--- config.mk ---
export PLATFORM = sky130hd
export DESIGN_NAME = scan_test_controller_flat
export DESIGN_NICKNAME = d
export VERILOG_FILES = /design/src/rtl/scan_test_controller_pkg.sv /design/src/rtl/scan_test_controller_if.sv /design/src/rtl/scan_test_controller_shift_reg.sv /design/src/rtl/scan_test_controller.sv /design/src/flat_wrapper.sv
export SDC_FILE = /design/constraint.sdc
export NUM_CORES = 1
export LEC_CHECK = 0
export CAP_MARGIN = 20
export CORE_UTILIZATION = 50
export DETAILED_ROUTE_END_ITERATION = 7
export PLACE_DENSITY = 0.78
export SETUP_SLACK_MARGIN = 0.02
export SLEW_MARGIN = 20
export SYNTH_ARGS = -nofsm -noshare
export SYNTH_HDL_FRONTEND = slang
export SYNTH_SLANG_ARGS = --single-unit
--- constraint.sdc ---
create_clock -name clk -period 1.8 [get_ports clk]
set_clock_uncertainty 0.1 [all_clocks]
set_input_delay 0.36 -clock clk [delete_from_list [all_inputs] [get_ports clk]]
set_output_delay 0.36 -clock clk [all_outputs]
set_load 0.01 [all_outputs]
--- src/rtl/scan_test_controller_pkg.sv ---
// Shared types and sizing helpers for the scan test controller.
package scan_ctrl_pkg;

  localparam int CHAIN_LEN_DEF = 7;

  typedef enum logic [2:0] {
    S_IDLE,
    S_CLEAR,
    S_SHIFT_IN,
    S_CAPTURE,
    S_SHIFT_OUT,
    S_DONE
  } scan_state_t;

  // Shift counter must hold 0..len.
  function automatic int cnt_width(input int len);
    return $clog2(len + 1);
  endfunction

  localparam int CNT_W_DEF = cnt_width(CHAIN_LEN_DEF);

endpackage

--- src/rtl/scan_test_controller_if.sv ---
// Pin bundle between the scan controller and the scan-wrapped logic top.
interface scan_test_controller_if;
  logic scan_mode;
  logic scan_in;
  logic scan_clk;
  logic scan_clr;
  logic scan_out;

  modport master (output scan_mode, output scan_in, output scan_clk, output scan_clr, input scan_out);
  modport slave  (input scan_mode, input scan_in, input scan_clk, input scan_clr, output scan_out);
endinterface

--- src/rtl/scan_test_controller_shift_reg.sv ---
// Parallel-load shift register: shifts toward the MSB, serial in at the LSB, serial out from the MSB.
module scan_shift_reg #(
  parameter int CHAIN_LEN = 7
) (
  input  logic                 clk,
  input  logic                 clr,
  input  logic                 load,
  input  logic [CHAIN_LEN-1:0] load_val,
  input  logic                 shift,
  input  logic                 sin,
  output logic [CHAIN_LEN-1:0] q,
  output logic                 sout
);

  always_ff @(posedge clk or posedge clr) begin
    if (clr)        q <= '0;
    else if (load)  q <= load_val;
    else if (shift) q <= {q[CHAIN_LEN-2:0], sin};
  end

  assign sout = q[CHAIN_LEN-1];

endmodule

--- src/rtl/scan_test_controller.sv ---
// Scan chain sequencer: clear, load, optional capture, unload, then compare against an expected vector.
module scan_test_controller
  import scan_ctrl_pkg::*;
#(
  parameter int CHAIN_LEN = CHAIN_LEN_DEF
) (
  input  logic                   clk,
  input  logic                   clr,
  input  logic                   start,
  input  logic                   capture_en,
  input  logic [CHAIN_LEN-1:0]   pattern,
  input  logic [CHAIN_LEN-1:0]   expected,
  scan_test_controller_if.master chain,
  output logic                   busy,
  output logic                   done,
  output logic                   pass,
  output logic [CHAIN_LEN-1:0]   mismatch,
  output logic [CHAIN_LEN-1:0]   captured
);

  localparam int CNT_W = cnt_width(CHAIN_LEN);

  scan_state_t          state, state_n;
  logic                 phase, phase_n;   // 0 = SETUP, 1 = PULSE
  logic [CNT_W-1:0]     cnt, cnt_n;
  logic                 cap_en_q;
  logic [CHAIN_LEN-1:0] exp_q;
  logic                 mode_q, sclk_q, sclr_q, sin_q;
  logic                 mode_n, sclk_n, sclr_n, sin_n, busy_n, done_n;
  logic                 ser_shift, ser_msb, cap_shift;
  logic                 accept, last_shift;
  logic [CHAIN_LEN-1:0] ser_q_unused;
  logic                 cap_sout_unused;

  assign accept     = (state == S_IDLE) && start;
  assign last_shift = (cnt == CNT_W'(CHAIN_LEN - 1));
  // scan_out is sampled at the edge closing SETUP, i.e. before that shift's scan_clk rise.
  assign cap_shift  = (state == S_SHIFT_OUT) && !phase;

  always_ff @(posedge clk or posedge clr) begin
    if (clr) begin
      state  <= S_IDLE;
      phase  <= 1'b0;
      cnt    <= '0;
      mode_q <= 1'b0;
      sclk_q <= 1'b0;
      sclr_q <= 1'b1;
      sin_q  <= 1'b0;
      busy   <= 1'b0;
      done   <= 1'b0;
    end else begin
      state  <= state_n;
      phase  <= phase_n;
      cnt    <= cnt_n;
      mode_q <= mode_n;
      sclk_q <= sclk_n;
      sclr_q <= sclr_n;
      sin_q  <= sin_n;
      busy   <= busy_n;
      done   <= done_n;
    end
  end

  always_comb begin
    state_n = state;
    phase_n = phase;
    cnt_n   = cnt;
    case (state)
      S_IDLE:  if (start) state_n = S_CLEAR;
      S_CLEAR: begin
        state_n = S_SHIFT_IN;
        phase_n = 1'b0;
        cnt_n   = '0;
      end
      S_SHIFT_IN, S_SHIFT_OUT: begin
        phase_n = ~phase;
        if (phase) begin
          if (last_shift) begin
            cnt_n = '0;
            if (state == S_SHIFT_OUT) state_n = S_DONE;
            else                      state_n = cap_en_q ? S_CAPTURE : S_SHIFT_OUT;
          end else begin
            cnt_n = cnt + 1'b1;
          end
        end
      end
      S_CAPTURE: begin
        phase_n = ~phase;
        if (phase) state_n = S_SHIFT_OUT;
      end
      S_DONE:  state_n = S_IDLE;
      default: state_n = S_IDLE;
    endcase
  end

  // Outputs are derived from the next state so every pin is a flop with a full period of setup.
  always_comb begin
    mode_n    = 1'b0;
    sclk_n    = 1'b0;
    sclr_n    = 1'b0;
    sin_n     = 1'b0;
    ser_shift = 1'b0;
    busy_n    = (state_n != S_IDLE);
    done_n    = (state_n == S_DONE);
    case (state_n)
      S_CLEAR: sclr_n = 1'b1;
      S_SHIFT_IN: begin
        mode_n = 1'b1;
        sclk_n = phase_n;
        if (phase_n) begin
          sin_n = sin_q;
        end else begin
          sin_n     = ser_msb;
          ser_shift = 1'b1;
        end
      end
      S_CAPTURE:   sclk_n = phase_n;
      S_SHIFT_OUT: begin
        mode_n = 1'b1;
        sclk_n = phase_n;
      end
      default: ;
    endcase
  end

  always_ff @(posedge clk or posedge clr) begin
    if (clr) begin
      cap_en_q <= 1'b0;
      pass     <= 1'b0;
      mismatch <= '0;
    end else if (accept) begin
      cap_en_q <= capture_en;
      pass     <= 1'b0;
      mismatch <= '0;
    end else if (state_n == S_DONE) begin
      pass     <= (captured == exp_q);
      mismatch <= captured ^ exp_q;
    end
  end

  always_ff @(posedge clk) begin
    if (accept) exp_q <= expected;
  end

  scan_shift_reg #(.CHAIN_LEN(CHAIN_LEN)) u_ser (
    .clk      (clk),
    .clr      (clr),
    .load     (accept),
    .load_val (pattern),
    .shift    (ser_shift),
    .sin      (1'b0),
    .q        (ser_q_unused),
    .sout     (ser_msb)
  );

  scan_shift_reg #(.CHAIN_LEN(CHAIN_LEN)) u_cap (
    .clk      (clk),
    .clr      (clr),
    .load     (accept),
    .load_val ('0),
    .shift    (cap_shift),
    .sin      (chain.scan_out),
    .q        (captured),
    .sout     (cap_sout_unused)
  );

  assign chain.scan_mode = mode_q;
  assign chain.scan_in   = sin_q;
  assign chain.scan_clk  = sclk_q;
  assign chain.scan_clr  = sclr_q;

endmodule

--- src/flat_wrapper.sv ---
// flat-port wrapper written by rule: the top's interface ports become plain ports
module scan_test_controller_flat import scan_ctrl_pkg::*;
#(
  parameter int CHAIN_LEN = CHAIN_LEN_DEF
)
  (clk, clr, start, capture_en, pattern, expected, busy, done, pass, mismatch, captured, chain_scan_mode, chain_scan_in, chain_scan_clk, chain_scan_clr, chain_scan_out);
  scan_test_controller_if chain_i ();
  input  logic clk;
  input  logic clr;
  input  logic start;
  input  logic capture_en;
  input  logic [CHAIN_LEN-1:0] pattern;
  input  logic [CHAIN_LEN-1:0] expected;
  output logic busy;
  output logic done;
  output logic pass;
  output logic [CHAIN_LEN-1:0] mismatch;
  output logic [CHAIN_LEN-1:0] captured;
  output wire logic [$bits(chain_i.scan_mode)-1:0] chain_scan_mode;
  output wire logic [$bits(chain_i.scan_in)-1:0] chain_scan_in;
  output wire logic [$bits(chain_i.scan_clk)-1:0] chain_scan_clk;
  output wire logic [$bits(chain_i.scan_clr)-1:0] chain_scan_clr;
  input wire logic [$bits(chain_i.scan_out)-1:0] chain_scan_out;
  assign chain_scan_mode = chain_i.scan_mode;
  assign chain_scan_in = chain_i.scan_in;
  assign chain_scan_clk = chain_i.scan_clk;
  assign chain_scan_clr = chain_i.scan_clr;
  assign chain_i.scan_out = chain_scan_out;
  scan_test_controller #(.CHAIN_LEN(CHAIN_LEN)) u_core (.clk(clk), .clr(clr), .start(start), .capture_en(capture_en), .pattern(pattern), .expected(expected), .chain(chain_i), .busy(busy), .done(done), .pass(pass), .mismatch(mismatch), .captured(captured));
endmodule
==> metrics.md <==
| Metric | Value |
|---|---|
| CTS Buffer Depth | `2` |
| Pre-CTS WS | `-0.0150 ns` |
| Largest net degree at the start of global routing | `21` |
| Required @ worst endpoint | `1.34 ns` |
| Die X | `64.4 um` |
| Clk Latency, worst-skew pair | `0.30 ns` |
| Max-cap viol count | `0` |
| DRC Markers | `0` |
| Post-synthesis net count | `179` |
| Number of H-tree levels | `2` |
| DP HPWL | `2.83 mm` |
| Syn Area/Cell | `12.2 um2` |
| CTS tree | `built` |
| Post-synthesis xor/xnor area fraction | `3.60%` |
| Fin crit share | `95.8%` |
| GRT Total Usage | `21.6%` |
| Worst VDD drop | `871 uV` |
| Clock sink count | `43` |
| Post-route ant nets | `0` |
| Reg2reg start | `u_core.state[1]$_DFF_PP0_` |
| DRT Pass-1 Iters | `4` |
| CP max stage cell | `clkdlybuf4s50_1` |
| F_max | `580 MHz` |
| Sequential fraction of the synthesis area | `57.1%` |
| First-pass GRT wire length | `6.51 mm` |
| Post-synth EDFFs | `7` |
| Synth Instances | `160` |
| Leak Pwr | `1.24 nW` |
| Buffers on Ports | `39` |
| Status | `completed` |
| Reg clk slew, reported paths | `0.08 ns` |
| Cell family with most CP delay | `buffers and inverters` |
| Number of DRC markers in iteration 0 | `58` |
| CP peak stage delay | `0.56 ns` |
| Fraction of layout cells with a size suffix above 1 | `19.0%` |
| Vias in the first global route | `1374` |
| Post-synthesis mux area share | `3.08%` |
| Slew headroom | `69.6%` |
| Commonest non-fill, non-tap cell in the layout | `clkdlybuf4s50_1` |
| Largest family of logic cells by synthesized area | `compound AO/OA/AOI/OAI gates` |
| Chip height | `64.4 um` |
| Final WL | `3.91 mm` |
| Startpoint types | `flip-flop` |
| Post-layout nets | `234` |
| WL/cell | `14.8 um` |
| Adder-Cell Fraction of Synth Area | `0%` |
| CP cell instances | `clkdlybuf4s50_1` |
| Storage element area | `1110 um2` |
| Slew Viols, Final | `0` |
| Crit path buf inv count | `1` |
| Commonest non-fill, non-tap cells in the layout | `clkdlybuf4s50_1 (36), dfrtp_1 (35), buf_4 (17)` |
| Async SR Flop Fraction | `83.7%` |
| Worst setup margin | `0.0747 ns` |
| WS Path Type | `flip-flop to output port` |
| Synthesis-to-layout area growth | `32.7%` |
| RePlAce Congestion | `0.850` |
| Die ar. | `4150 um2` |
| Root Driver | `clkbuf_8` |
| Vias/cell | `5.44` |
| Main synth FF type | `dfrtp_1` |
| Tightest Pin Transition | `0.454 ns` |
| Worst reg-to-reg setup slack | `0.08 ns` |
| Post-Syn Area | `1950 um2` |
| Worst min path class | `input port to asynchronous set/reset pin` |
| Row cnt | `22` |
| Synth warn | `0` |
| Critical Path Start | `u_core.u_cap.q[4]$_DFFE_PP0P_` |
| Min Tclk post-route | `1.73 ns` |
| N_diodes | `0` |
| Worst EP arrival | `1.27 ns` |
| PD cells | `1550 nW/um2` |
| Synthesis-stage register bit count | `43` |
| Final-report hold violation count | `0` |
| Via Count | `1437` |
| Tot Pwr | `4.00 mW` |
| Maximum fanout along the worst path | `3` |
| Hold buffers post-CTS | `0` |
| RSZ-0062 raised after global routing | `no` |
| Antenna violations before repair | `0` |
| Filler instances | `272` |
| Post-synth cell types | `44` |
| Crit path capture type | `output port` |
| Simple-gate share of the synthesized area | `15.5%` |
| Global route overflow | `0` |
| Area of the multi-input gates | `754 um2` |
| Initial core utilization | `52.8%` |
| IO Pins | `40` |
| Core area | `3690 um2` |
| Num CTS Buffers | `5` |
| Synth Area in Compound Gates | `16.4%` |
| Number of setup violations in the final report | `0` |
==> per-layer routing <==
layer	wire length, um	vias to the layer above	part of all wire [%]	GRT usage [%]
met2	1890	46	48	33.6
li1	-	684	-	-
met4	57	0	1.5	7.78
met1	1750	701	45	28.5
met3	208	6	5.3	7.04
met5	0	-	0	0
==> through the flow <==
step | util, % | setup TNS (ns) | hold WS, ns | instance area, um2 | instances
floorplan | - | 0 | 0.359 | 1950 | 160
global placement | 65.3 | 0 | 0.370 | 2410 | 249
detailed placement | 65.3 | -0.0504 | 0.379 | 2410 | 249
CTS | 68.5 | 0 | 0.333 | 2530 | 257
global route | 70.1 | 0 | 0.332 | 2580 | 264
finish | 70.1 | 0 | 0.330 | 2580 | 264
==> power by group <==
group / internal, mW / leakage, nW / total (mW) / switching (mW)
registers: 1.29 / 0.527 / 1.51 / 0.215
logic: 0.856 / 0.648 / 1.72 / 0.867
clock network: 0.449 / 0.0612 / 0.777 / 0.328
total: 2.59 / 1.24 / 4.00 / 1.41
==> registers in the layout, indices dropped and copies added (netlist names) <==
name / count
u_core.done: 1
u_core.chain.scan_in: 1
u_core.u_ser.q: 7
u_core.u_cap.q: 7
u_core.pass: 1
u_core.phase: 1
u_core.chain.scan_clr: 1
u_core.exp_q: 7
u_core.cap_en_q: 1
u_core.busy: 1
u_core.cnt: 3
u_core.state: 3
u_core.chain.scan_mode: 1
u_core.chain.scan_clk: 1
u_core.mismatch: 7
==> path summary, 6_finish.rpt <==
kind                                                     to  cells past startpoint
min reg2reg                  u_core.mismatch[4]$_DFFE_PP0P_                      1
max in group asynchronous   u_core.chain.scan_clr$_DFF_PP1_                      3
max                                             captured[4]                      1
min in group clk             u_core.mismatch[4]$_DFFE_PP0P_                      1
max reg2reg                u_core.chain.scan_in$_DFFE_PP0P_                      4
min                           u_core.u_ser.q[0]$_DFFE_PP0P_                      3
==> cell usage after synthesis, drive strengths merged, types with 3 or more instances <==
library cell  instances  area, um2
a22o                 11       96.3
a211oi                3       37.5
o21ai                 6       30.0
edfxtp                7        210
nand2                11       41.3
a21oi                10       50.1
dfrtp                35        876
buf                   7       61.3
nor2                 16        100
nand3                 5       25.0
mux2i                 6       60.1
inv                   5       18.8
nor3                  5       25.0
xnor2                 6       52.6
==> final cells by class <==
| cell class | count | share of cell area, % |
|---|---|---|
| Tap cell | 48 | 2.32 |
| Timing Repair Buffer | 56 | 20.2 |
| Inverter | 5 | 0.726 |
| Clock inverter | 2 | 1.36 |
| Clock buffer | 6 | 3.19 |
| Sequential cell | 43 | 43.0 |
| Multi-Input combinational cell | 104 | 29.2 |
==> what timing repair did <==
item	4_1_cts	5_1_grt
setup endpoints to repair	10	6
buffers inserted	0	7
cloned	0	0
resized for setup	2	2
==> logic make-up after synthesis <==
family,count (synthesis)
AND/OR/NAND/NOR,50
flip-flops,43
AO/OA/AOI/OAI,40
buffers and inverters,13
XOR/XNOR,8
multiplexers,6
Note: power is estimated with default switching activity, not from simulation.
